--- src/rtl/can_pkg.sv ---
// Shared CAN frame field widths and the transmit scheduler state encoding.
package can_pkg;

  localparam int CAN_ID_W   = 11;
  localparam int CAN_DLC_W  = 4;
  localparam int CAN_DATA_W = 64;

  // Wide enough for the largest supported mailbox count (8).
  localparam int MB_IDX_W = 3;

  typedef enum logic [1:0] {
    ST_IDLE      = 2'd0,
    ST_START     = 2'd1,
    ST_WAIT_DONE = 2'd2,
    ST_ACK       = 2'd3
  } sched_state_t;

endpackage

--- src/rtl/can_tx_prio_sel.sv ---
// Combinational CAN arbitration: lowest identifier among requesters wins,
// ties resolved toward the lowest mailbox index.
module can_tx_prio_sel
  import can_pkg::*;
#(
  parameter int NUM_MB = 4
) (
  input  logic [NUM_MB-1:0]          req,
  input  logic [NUM_MB*CAN_ID_W-1:0] ids,
  output logic                       valid,
  output logic [MB_IDX_W-1:0]        index
);

  logic [CAN_ID_W-1:0] id_arr [NUM_MB];
  logic [CAN_ID_W-1:0] best_id;

  generate
    for (genvar gi = 0; gi < NUM_MB; gi++) begin : g_unpack
      assign id_arr[gi] = ids[gi*CAN_ID_W +: CAN_ID_W];
    end
  endgenerate

  // Strict less-than keeps the earlier (lower) index on equal identifiers.
  always_comb begin
    valid   = 1'b0;
    index   = '0;
    best_id = '0;
    for (int i = 0; i < NUM_MB; i++) begin
      if (req[i] && (!valid || (id_arr[i] < best_id))) begin
        valid   = 1'b1;
        index   = MB_IDX_W'(i);
        best_id = id_arr[i];
      end
    end
  end

endmodule

--- src/rtl/can_tx_scheduler.sv ---
// Hands one mailbox frame at a time to the CAN core in identifier-priority order.
// Define CAN_TX_SCHED_TIMEOUT_EN to build the tx_done watchdog (mb_err reporting).
module can_tx_scheduler
  import can_pkg::*;
#(
  parameter int NUM_MB         = 4,
  parameter int TIMEOUT_CYCLES = 200000
) (
  input  logic                         clk,
  input  logic                         rst,
  input  logic [NUM_MB-1:0]            mb_req,
  input  logic [NUM_MB*CAN_ID_W-1:0]   mb_id,
  input  logic [NUM_MB*CAN_DLC_W-1:0]  mb_dlc,
  input  logic [NUM_MB*CAN_DATA_W-1:0] mb_data,
  output logic [NUM_MB-1:0]            mb_ack,
  output logic [NUM_MB-1:0]            mb_err,
  output logic                         tx_start,
  output logic [CAN_ID_W-1:0]          tx_id,
  output logic [CAN_DLC_W-1:0]         tx_dlc,
  output logic [CAN_DATA_W-1:0]        tx_data,
  input  logic                         tx_busy,
  input  logic                         tx_done,
  output logic [MB_IDX_W-1:0]          grant_idx,
  output logic                         sched_busy
);

  sched_state_t state_reg, state_next;

  logic                  start_reg, start_next;
  logic [NUM_MB-1:0]     ack_reg, ack_next;
  logic                  busy_reg, busy_next;
  logic [MB_IDX_W-1:0]   grant_reg, grant_next;
  logic [CAN_ID_W-1:0]   id_reg, id_next;
  logic [CAN_DLC_W-1:0]  dlc_reg, dlc_next;
  logic [CAN_DATA_W-1:0] data_reg, data_next;

  logic                  sel_valid;
  logic [MB_IDX_W-1:0]   sel_idx;
  logic [CAN_ID_W-1:0]   id_sel;
  logic [CAN_DLC_W-1:0]  dlc_sel;
  logic [CAN_DATA_W-1:0] data_sel;
  logic [NUM_MB-1:0]     grant_onehot;
  logic                  err_block;

  can_tx_prio_sel #(
    .NUM_MB (NUM_MB)
  ) u_prio_sel (
    .req   (mb_req),
    .ids   (mb_id),
    .valid (sel_valid),
    .index (sel_idx)
  );

  always_comb begin
    id_sel   = '0;
    dlc_sel  = '0;
    data_sel = '0;
    for (int i = 0; i < NUM_MB; i++) begin
      if (sel_idx == MB_IDX_W'(i)) begin
        id_sel   = mb_id[i*CAN_ID_W +: CAN_ID_W];
        dlc_sel  = mb_dlc[i*CAN_DLC_W +: CAN_DLC_W];
        data_sel = mb_data[i*CAN_DATA_W +: CAN_DATA_W];
      end
    end
  end

  generate
    for (genvar gi = 0; gi < NUM_MB; gi++) begin : g_onehot
      assign grant_onehot[gi] = (grant_reg == MB_IDX_W'(gi));
    end
  endgenerate

`ifdef CAN_TX_SCHED_TIMEOUT_EN
  localparam int WDOG_W = $clog2(TIMEOUT_CYCLES + 1);

  logic [WDOG_W-1:0] wdog_reg, wdog_next;
  logic [NUM_MB-1:0] err_reg, err_next;
  logic              wdog_expire;

  // Expires on the WAIT_DONE cycle in which the count reaches the limit.
  assign wdog_expire = (wdog_reg == WDOG_W'(TIMEOUT_CYCLES - 1));

  always_comb begin
    wdog_next = wdog_reg;
    if (state_reg == ST_START) begin
      wdog_next = '0;
    end else if (state_reg == ST_WAIT_DONE) begin
      wdog_next = wdog_reg + 1'b1;
    end
  end

  always_ff @(posedge clk or negedge rst) begin
    if (!rst) begin
      wdog_reg <= '0;
      err_reg  <= '0;
    end else begin
      wdog_reg <= wdog_next;
      err_reg  <= err_next;
    end
  end

  // The failed requester still holds mb_req during its error pulse; never re-grant it then.
  assign err_block = |err_reg;
  assign mb_err    = err_reg;
`else
  assign err_block = 1'b0;
  assign mb_err    = '0;
`endif

  always_comb begin
    state_next = state_reg;
    start_next = 1'b0;
    ack_next   = '0;
    grant_next = grant_reg;
    id_next    = id_reg;
    dlc_next   = dlc_reg;
    data_next  = data_reg;
`ifdef CAN_TX_SCHED_TIMEOUT_EN
    err_next   = '0;
`endif
    case (state_reg)
      ST_IDLE: begin
        if (sel_valid && !tx_busy && !err_block) begin
          grant_next = sel_idx;
          id_next    = id_sel;
          dlc_next   = dlc_sel;
          data_next  = data_sel;
          start_next = 1'b1;
          state_next = ST_START;
        end
      end
      ST_START: begin
        state_next = ST_WAIT_DONE;
      end
      ST_WAIT_DONE: begin
        if (tx_done) begin
          ack_next   = grant_onehot;
          state_next = ST_ACK;
        end
`ifdef CAN_TX_SCHED_TIMEOUT_EN
        else if (wdog_expire) begin
          err_next   = grant_onehot;
          state_next = ST_IDLE;
        end
`endif
      end
      ST_ACK: begin
        state_next = ST_IDLE;
      end
      default: begin
        state_next = ST_IDLE;
      end
    endcase
    busy_next = (state_next != ST_IDLE);
  end

  always_ff @(posedge clk or negedge rst) begin
    if (!rst) begin
      state_reg <= ST_IDLE;
      start_reg <= 1'b0;
      ack_reg   <= '0;
      busy_reg  <= 1'b0;
      grant_reg <= '0;
      id_reg    <= '0;
      dlc_reg   <= '0;
      data_reg  <= '0;
    end else begin
      state_reg <= state_next;
      start_reg <= start_next;
      ack_reg   <= ack_next;
      busy_reg  <= busy_next;
      grant_reg <= grant_next;
      id_reg    <= id_next;
      dlc_reg   <= dlc_next;
      data_reg  <= data_next;
    end
  end

  assign tx_start   = start_reg;
  assign mb_ack     = ack_reg;
  assign sched_busy = busy_reg;
  assign grant_idx  = grant_reg;
  assign tx_id      = id_reg;
  assign tx_dlc     = dlc_reg;
  assign tx_data    = data_reg;

endmodule

--- config.mk ---
export PLATFORM = sky130hd
export DESIGN_NAME = can_tx_scheduler
export DESIGN_NICKNAME = d
export VERILOG_FILES = /design/src/rtl/can_pkg.sv /design/src/rtl/can_tx_prio_sel.sv /design/src/rtl/can_tx_scheduler.sv
export SDC_FILE = /design/constraint.sdc
export NUM_CORES = 1
export LEC_CHECK = 0
export ABC_AREA = 1
export CORE_AREA = 2 2 161 163
export CTS_CLUSTER_SIZE = 30
export DETAILED_ROUTE_END_ITERATION = 8
export DIE_AREA = 0 0 163 165
export DONT_BUFFER_PORTS = 1
export GPL_TIMING_DRIVEN = 0
export PLACE_DENSITY_LB_ADDON = 0.15
export SYNTH_ARGS = -nofsm -noshare
export SYNTH_HDL_FRONTEND = slang
export SYNTH_SLANG_ARGS = --single-unit
export TNS_END_PERCENT = 50
--- constraint.sdc ---
create_clock -name clk -period 2.1 [get_ports clk]
set_input_delay 0.315 -clock clk [delete_from_list [all_inputs] [get_ports clk]]
set_output_delay 0.315 -clock clk [all_outputs]
set_load 0.05 [all_outputs]
After elaboration in Yosys (flattened, before gate mapping)
Index checks and enable logic that the tools add are counted.
Widths: inputs -> output; s select.
Cells by class
  equality and inequality tests: 9
  order comparisons: 3
  reduce and logical (&&, ||, !) cells: 16
  multiplexer cells: 29
Operators with widths (count)
  $mux 64: 4
  $mux 11: 7
  $lt 11x11->1: 3
  $mux 4: 6
  $eq 3x2->1 const B: 4
  $mux 2: 4
  $pmux 2 s4: 1
  $mux 1: 7
  $eq 3x1->1 const B: 2
  $logic_not 3->1: 2
  $eq 2x2->1 const B: 2
  $logic_and 1x1->1: 4
  $logic_not 1->1: 4
  $logic_or 1x1->1: 3
  $eq 2x1->1 const B: 1
  $logic_not 2->1: 1
  $reduce_and 2->1: 1
  $reduce_bool 2->1: 1
Storage, ports and cells
  output and inout bits: 92
  register bits: 90
  bits of input ports: 324
  word-level logic and storage cells: 65

Logic depth before layout (Yosys ltp)
  depth after elaboration: 18
  mapped depth: 45
  gate-level depth less buffers: 40

By module
A second synthesis with hierarchy kept.
Second synthesis, totals
  cells, all modules: 1193
  area, all modules: 7493.4 um^2
Modules (own cells, without submodules)
  can_tx_scheduler: instances 1, cells an instance 1015, area each 6466.2 um^2, seq. area each 2252.2 um^2
  can_tx_prio_sel: instances 1, cells an instance 178, area each 1027.2 um^2, seq. area each 0.0 um^2

Least setup slack after synthesis
No wires, ideal clock.
  kind: input to register
  from: in mb_req[0]
  to: reg data_reg[15] (netlist: tx_data[15])
  cell stages on the path: 42
  data required time: 1.981 ns
  setup slack: -3.325 ns
  data arrival time: 5.307 ns
  cell sequence: clkbuf_1 > nand2_1 > ha_1 > nand2_1 > inv_1 > nand2_1 > nor2_1 > nand2_1 > nand3_1 > nand2_1 > nand2_4 > clkbuf_1 > nand2_1 > o21ai_0 > ha_1 > nand2_1 > inv_1 > nand3_1 > (+6 left out) > clkbuf_1 > buf_1 > nand2_1 > o21ai_0 > inv_1 > ha_1 > nand2_1 > nor2_1 > a211oi_1 > o221a_2 > nand2_1 > nand2_2 > nand2_2 > buf_6 > buf_2 > nand3_1 > nand3_1 > o21a_1
Between the ends
  cells in the longest elaborated chain, start to end: 18
  elaborated cells between the ends (all ways): 32
  classes of those cells: 3 x order compare; 3 x eq/ne; 14 x mux; 12 x reduce/logical
RTL lines
  start: declaration: RTL line can_tx_scheduler.sv:11  | input logic [NUM_MB-1:0] mb_req,
  $mux 11 or $mux 1 (tied branches): RTL line can_tx_prio_sel.sv:29  | if (req[i] && (!valid || (id_arr[i] < best_id))) begin
  $lt 11x11->1 or $logic_not 1->1 (tied branches): RTL line can_tx_prio_sel.sv:29
  $logic_or 1x1->1: RTL line can_tx_prio_sel.sv:29
  $logic_and 1x1->1: RTL line can_tx_prio_sel.sv:29
  $mux 11 or $mux 1 (tied branches): RTL line can_tx_prio_sel.sv:29
  $lt 11x11->1 or $logic_not 1->1 (tied branches): RTL line can_tx_prio_sel.sv:29
  $logic_or 1x1->1: RTL line can_tx_prio_sel.sv:29
  $logic_and 1x1->1: RTL line can_tx_prio_sel.sv:29
  $mux 11 or $mux 1 (tied branches): RTL line can_tx_prio_sel.sv:29
  $lt 11x11->1 or $logic_not 1->1 (tied branches): RTL line can_tx_prio_sel.sv:29
  $logic_or 1x1->1: RTL line can_tx_prio_sel.sv:29
  $logic_and 1x1->1: RTL line can_tx_prio_sel.sv:29
  $mux 2: RTL line can_tx_prio_sel.sv:29
  $logic_not 3->1: RTL line can_tx_scheduler.sv:59  | if (sel_idx == MB_IDX_W'(i)) begin
  $mux 64 (4 in series): RTL line can_tx_scheduler.sv:59
  end signal: assignment: RTL line can_tx_scheduler.sv:175  | data_reg <= data_next;
  end: declaration: RTL line can_tx_scheduler.sv:35  | logic [CAN_DATA_W-1:0] data_reg, data_next;
Parallel ways exist; a longest one is shown, timed or not.
A chain may end at the register's enable or synchronous reset.

Worst setup path in the final report
  from: in mb_req[0]
  to: reg data_reg[29] (netlist: tx_data[29])
The elaborated chain is that of the path after synthesis.

==> impl_metrics.env <==
export IMPL_status="finished with violations"
export IMPL_failed_checks="negative hold slack, negative setup slack"
export IMPL_clockRootBuffer="clkbuf_16"
export IMPL_worstMarginPinSlew_ps=1070
export IMPL_p_seq_share_pct=48.3
export IMPL_grt_pass1_vias=7833
export IMPL_critPathArrivalTime_ps=5250
export IMPL_dr_wl_met2_um=18200
export IMPL_async_flop_share_pct=100
export IMPL_dp_hpwl_um=28100
export IMPL_crit_end="tx_data[29]"
export IMPL_regToRegStartpoint="state_reg[0]"
export IMPL_htree_levels=3
export IMPL_overflow=0
export IMPL_nFillCells=2692
export IMPL_wl_met1_um=15400
export IMPL_dp_slack_ps=-4440
export IMPL_setup_viol=81
export IMPL_grt_start_max_net_pins=90
export IMPL_antenna_found_initial=2
export IMPL_skew_ps=14.6
export IMPL_clockPowerShare_pct=14.1
export IMPL_crit_required_ps=2350
export IMPL_placed_area_um2=8000
export IMPL_p_switching_w=0.00714
export IMPL_syn_to_final_growth_pct=37.6
export IMPL_fin_nets=1538
export IMPL_period_minus_slack_ps=5000
export IMPL_clock_latency_ps=360
export IMPL_ys_flop_type="dfrtp_1"
export IMPL_postRouteAntennaNets=0
export IMPL_via_per_inst=5.50
export IMPL_fin_crit_sh_pct=238
export IMPL_critPathMostFrequentCell="nand2_4"
export IMPL_leakagePower_nw=4.46
export IMPL_highest_layer="met5"
export IMPL_met3_length_um=3220
export IMPL_max_cap_violations=0
export IMPL_finish_instance_area_um2=10000
export IMPL_start_kind="input pin"
export IMPL_grt_total_usage_pct=26.6
export IMPL_gp_congestion=0.859
export IMPL_cts_tree="done"
export IMPL_vias=8338
export IMPL_path_buf_inv=11
export IMPL_cts_sinks=89
export IMPL_dieHeight_um=165
export IMPL_hp_class="input pin to asynchronous set/reset pin"
export IMPL_sw_frac_of_total_pct=56.1
export IMPL_drt_wl_total_um=37800
export IMPL_clkTransAtPathRegs_ps=90
export IMPL_worstRegToRegCells=8
export IMPL_p_per_area_nw_per_um2=1270
export IMPL_yosysUniqueCellTypes=35
export IMPL_hold_slack_ps=-368
export IMPL_p_int_w=0.00560
export IMPL_slew_violations=0
export IMPL_layout_setup_ws_ps=-2900
export IMPL_ys_seq_area_share_pct=30.6
export IMPL_finalHoldViolations=89
export IMPL_io_pin_count=416
export IMPL_ir_drop_uv=534
export IMPL_crit_fanout=6
export IMPL_grt_pass1_wl_um=52100
export IMPL_drc=0
export IMPL_largest_register_ffs=64
export IMPL_fmaxAchievable_mhz=200
export IMPL_start_util_pct=29.1
export IMPL_r2r_slack_ps=-950
export IMPL_yosysWarnings=0
export IMPL_rsz0062_at_grt="yes"
export IMPL_cp_startpoint="mb_req[0]"
export IMPL_slowest_delay_ps=280
export IMPL_syn_instance_count=1118
export IMPL_synth_edf_count=0
export IMPL_crit_type="input pin to flip-flop"
export IMPL_dr_pass1_iters=5
export IMPL_end_kind="flip-flop"
export IMPL_slowest_stage="ha_4"
export IMPL_max_clock_path_buffers=2
export IMPL_drive_above_1_share_pct=25.5
export IMPL_synth_seq_cells=89
export IMPL_coreArea_um2=25000
export IMPL_syn_area_per_cell_um2=6.51
export IMPL_io_buffers=0
export IMPL_die_w_um=163
export IMPL_reg2reg_to="tx_data[59]"
export IMPL_dieArea_um2=26900
export IMPL_rows=58
export IMPL_timing_slew_headroom_pct=28.3
export IMPL_wl_per_cell_um=24.9
export IMPL_syn_cell_area_um2=7280
export IMPL_cts_buffers=9
export IMPL_combPwrFrac_pct=37.6
export IMPL_crit_cells=43
export IMPL_cp_top_family="simple AND/OR/NAND/NOR gates"
export IMPL_drtIter0Drc=496
metal layers:
layer	vias up	global-route usage (%)
li1	3854	-
met1	3981	33.4
met2	441	45.7
met3	60	6.45
met4	2	7.28
met5	-	0
worst min path at each step:
| stage | startpoint | cells past startpoint | endpoint |
|---|---|---|---|
| after detailed placement | rst | 0 | tx_id[9] |
| after global routing | rst | 0 | tx_id[9] |
| after CTS | rst | 0 | tx_id[9] |
| after global placement | rst | 0 | tx_id[9] |
| after floorplan | rst | 0 | grant_idx[0] |
| final | rst | 0 | tx_id[9] |
kinds of logic (layout without fill, tap and decap cells):
| family | after synthesis | count (layout) | synth area share, % |
|---|---|---|---|
| AO/OA/AOI/OAI | 91 | 91 | 7.24 |
| adder cells (fa/ha/maj) | 33 | 33 | 5.68 |
| buffers and inverters | 158 | 222 | 9.54 |
| flip-flops | 89 | 89 | 30.6 |
| other | 1 | 6 | 0.0515 |
| AND/OR/NAND/NOR | 746 | 746 | 46.9 |
stage by stage:
stage                     TNS (ps)  util (%)  instances  total power [W]  hold slack [ps]
after floorplan            -219710         -       1122          0.00871             19.4
after global placement     -348640      31.9       1452           0.0100             21.5
after detailed placement   -344810      31.9       1452           0.0101             22.0
after CTS                  -217830      37.9       1502           0.0126             -374
after global routing       -247860      40.0       1516           0.0134             -378
final                      -230040      40.0       1517           0.0127             -368
cell type report:
type                    instances  area, um^2  share of cell area, %
diodes                          1        2.50                 0.0250
plain buffers                  90         838                   8.38
clock buffers                   9         225                   2.25
clock inverters                 7        87.6                  0.875
inverters                      67         262                   2.61
multi-input cells             875        5290                   52.8
flip-flops and latches         89        2230                   22.3
well taps                     330         413                   4.13
repair buffers                 49         668                   6.68
what timing repair did:
item	in CTS	in global routing
setup endpoints to repair	82	82
resized for setup	164	82
cloned	11	4
buffers inserted	23	12
pin swaps	67	73
hold endpoints to repair	89	89
cells in the mapped netlist (2+ instances only):
cell type / n / area (um^2)
nand2_1: 304 / 1140
nand3_1: 247 / 1240
dfrtp_1: 89 / 2230
nor2_1: 78 / 293
inv_1: 64 / 240
nand4_1: 53 / 332
or2_2: 52 / 325
o21ai_0: 43 / 215
clkbuf_1: 39 / 146
ha_1: 33 / 413
buf_2: 24 / 120
buf_4: 13 / 97.6
buf_1: 12 / 45.0
a21oi_1: 11 / 55.1
o21a_1: 11 / 82.6
o21ai_1: 11 / 55.1
a21boi_1: 7 / 52.6
nand2_2: 4 / 25.0
nor4_1: 4 / 25.0
buf_6: 3 / 33.8
inv_2: 2 / 7.51
power groups by stage:
stage               registers (W)  clock network, W  logic (W)
floorplan                 0.00584                 0    0.00288
global placement          0.00620                 0    0.00381
detailed placement        0.00619                 0    0.00386
CTS                       0.00616           0.00183    0.00456
global route              0.00625           0.00189    0.00531
finish                    0.00615           0.00179    0.00479
placed cells by master, fill, tap and decap left out, types with 11 or more instances in the layout:
master	synthesis	layout
buf_1	12	11
buf_12	0	11
buf_4	13	37
buf_6	3	15
clkbuf_1	39	30
clkbuf_16	0	20
dfrtp_1	89	89
ha_1	33	15
ha_4	0	17
inv_1	64	60
nand2_1	304	265
nand2_2	4	22
nand2_4	1	16
nand3_1	247	212
nand3_2	0	24
nand3_4	0	11
nand4_1	53	53
nor2_1	78	67
o21a_1	11	11
o21ai_1	11	35
or2_2	52	52
Note: power is estimated with default switching activity, not from simulation.
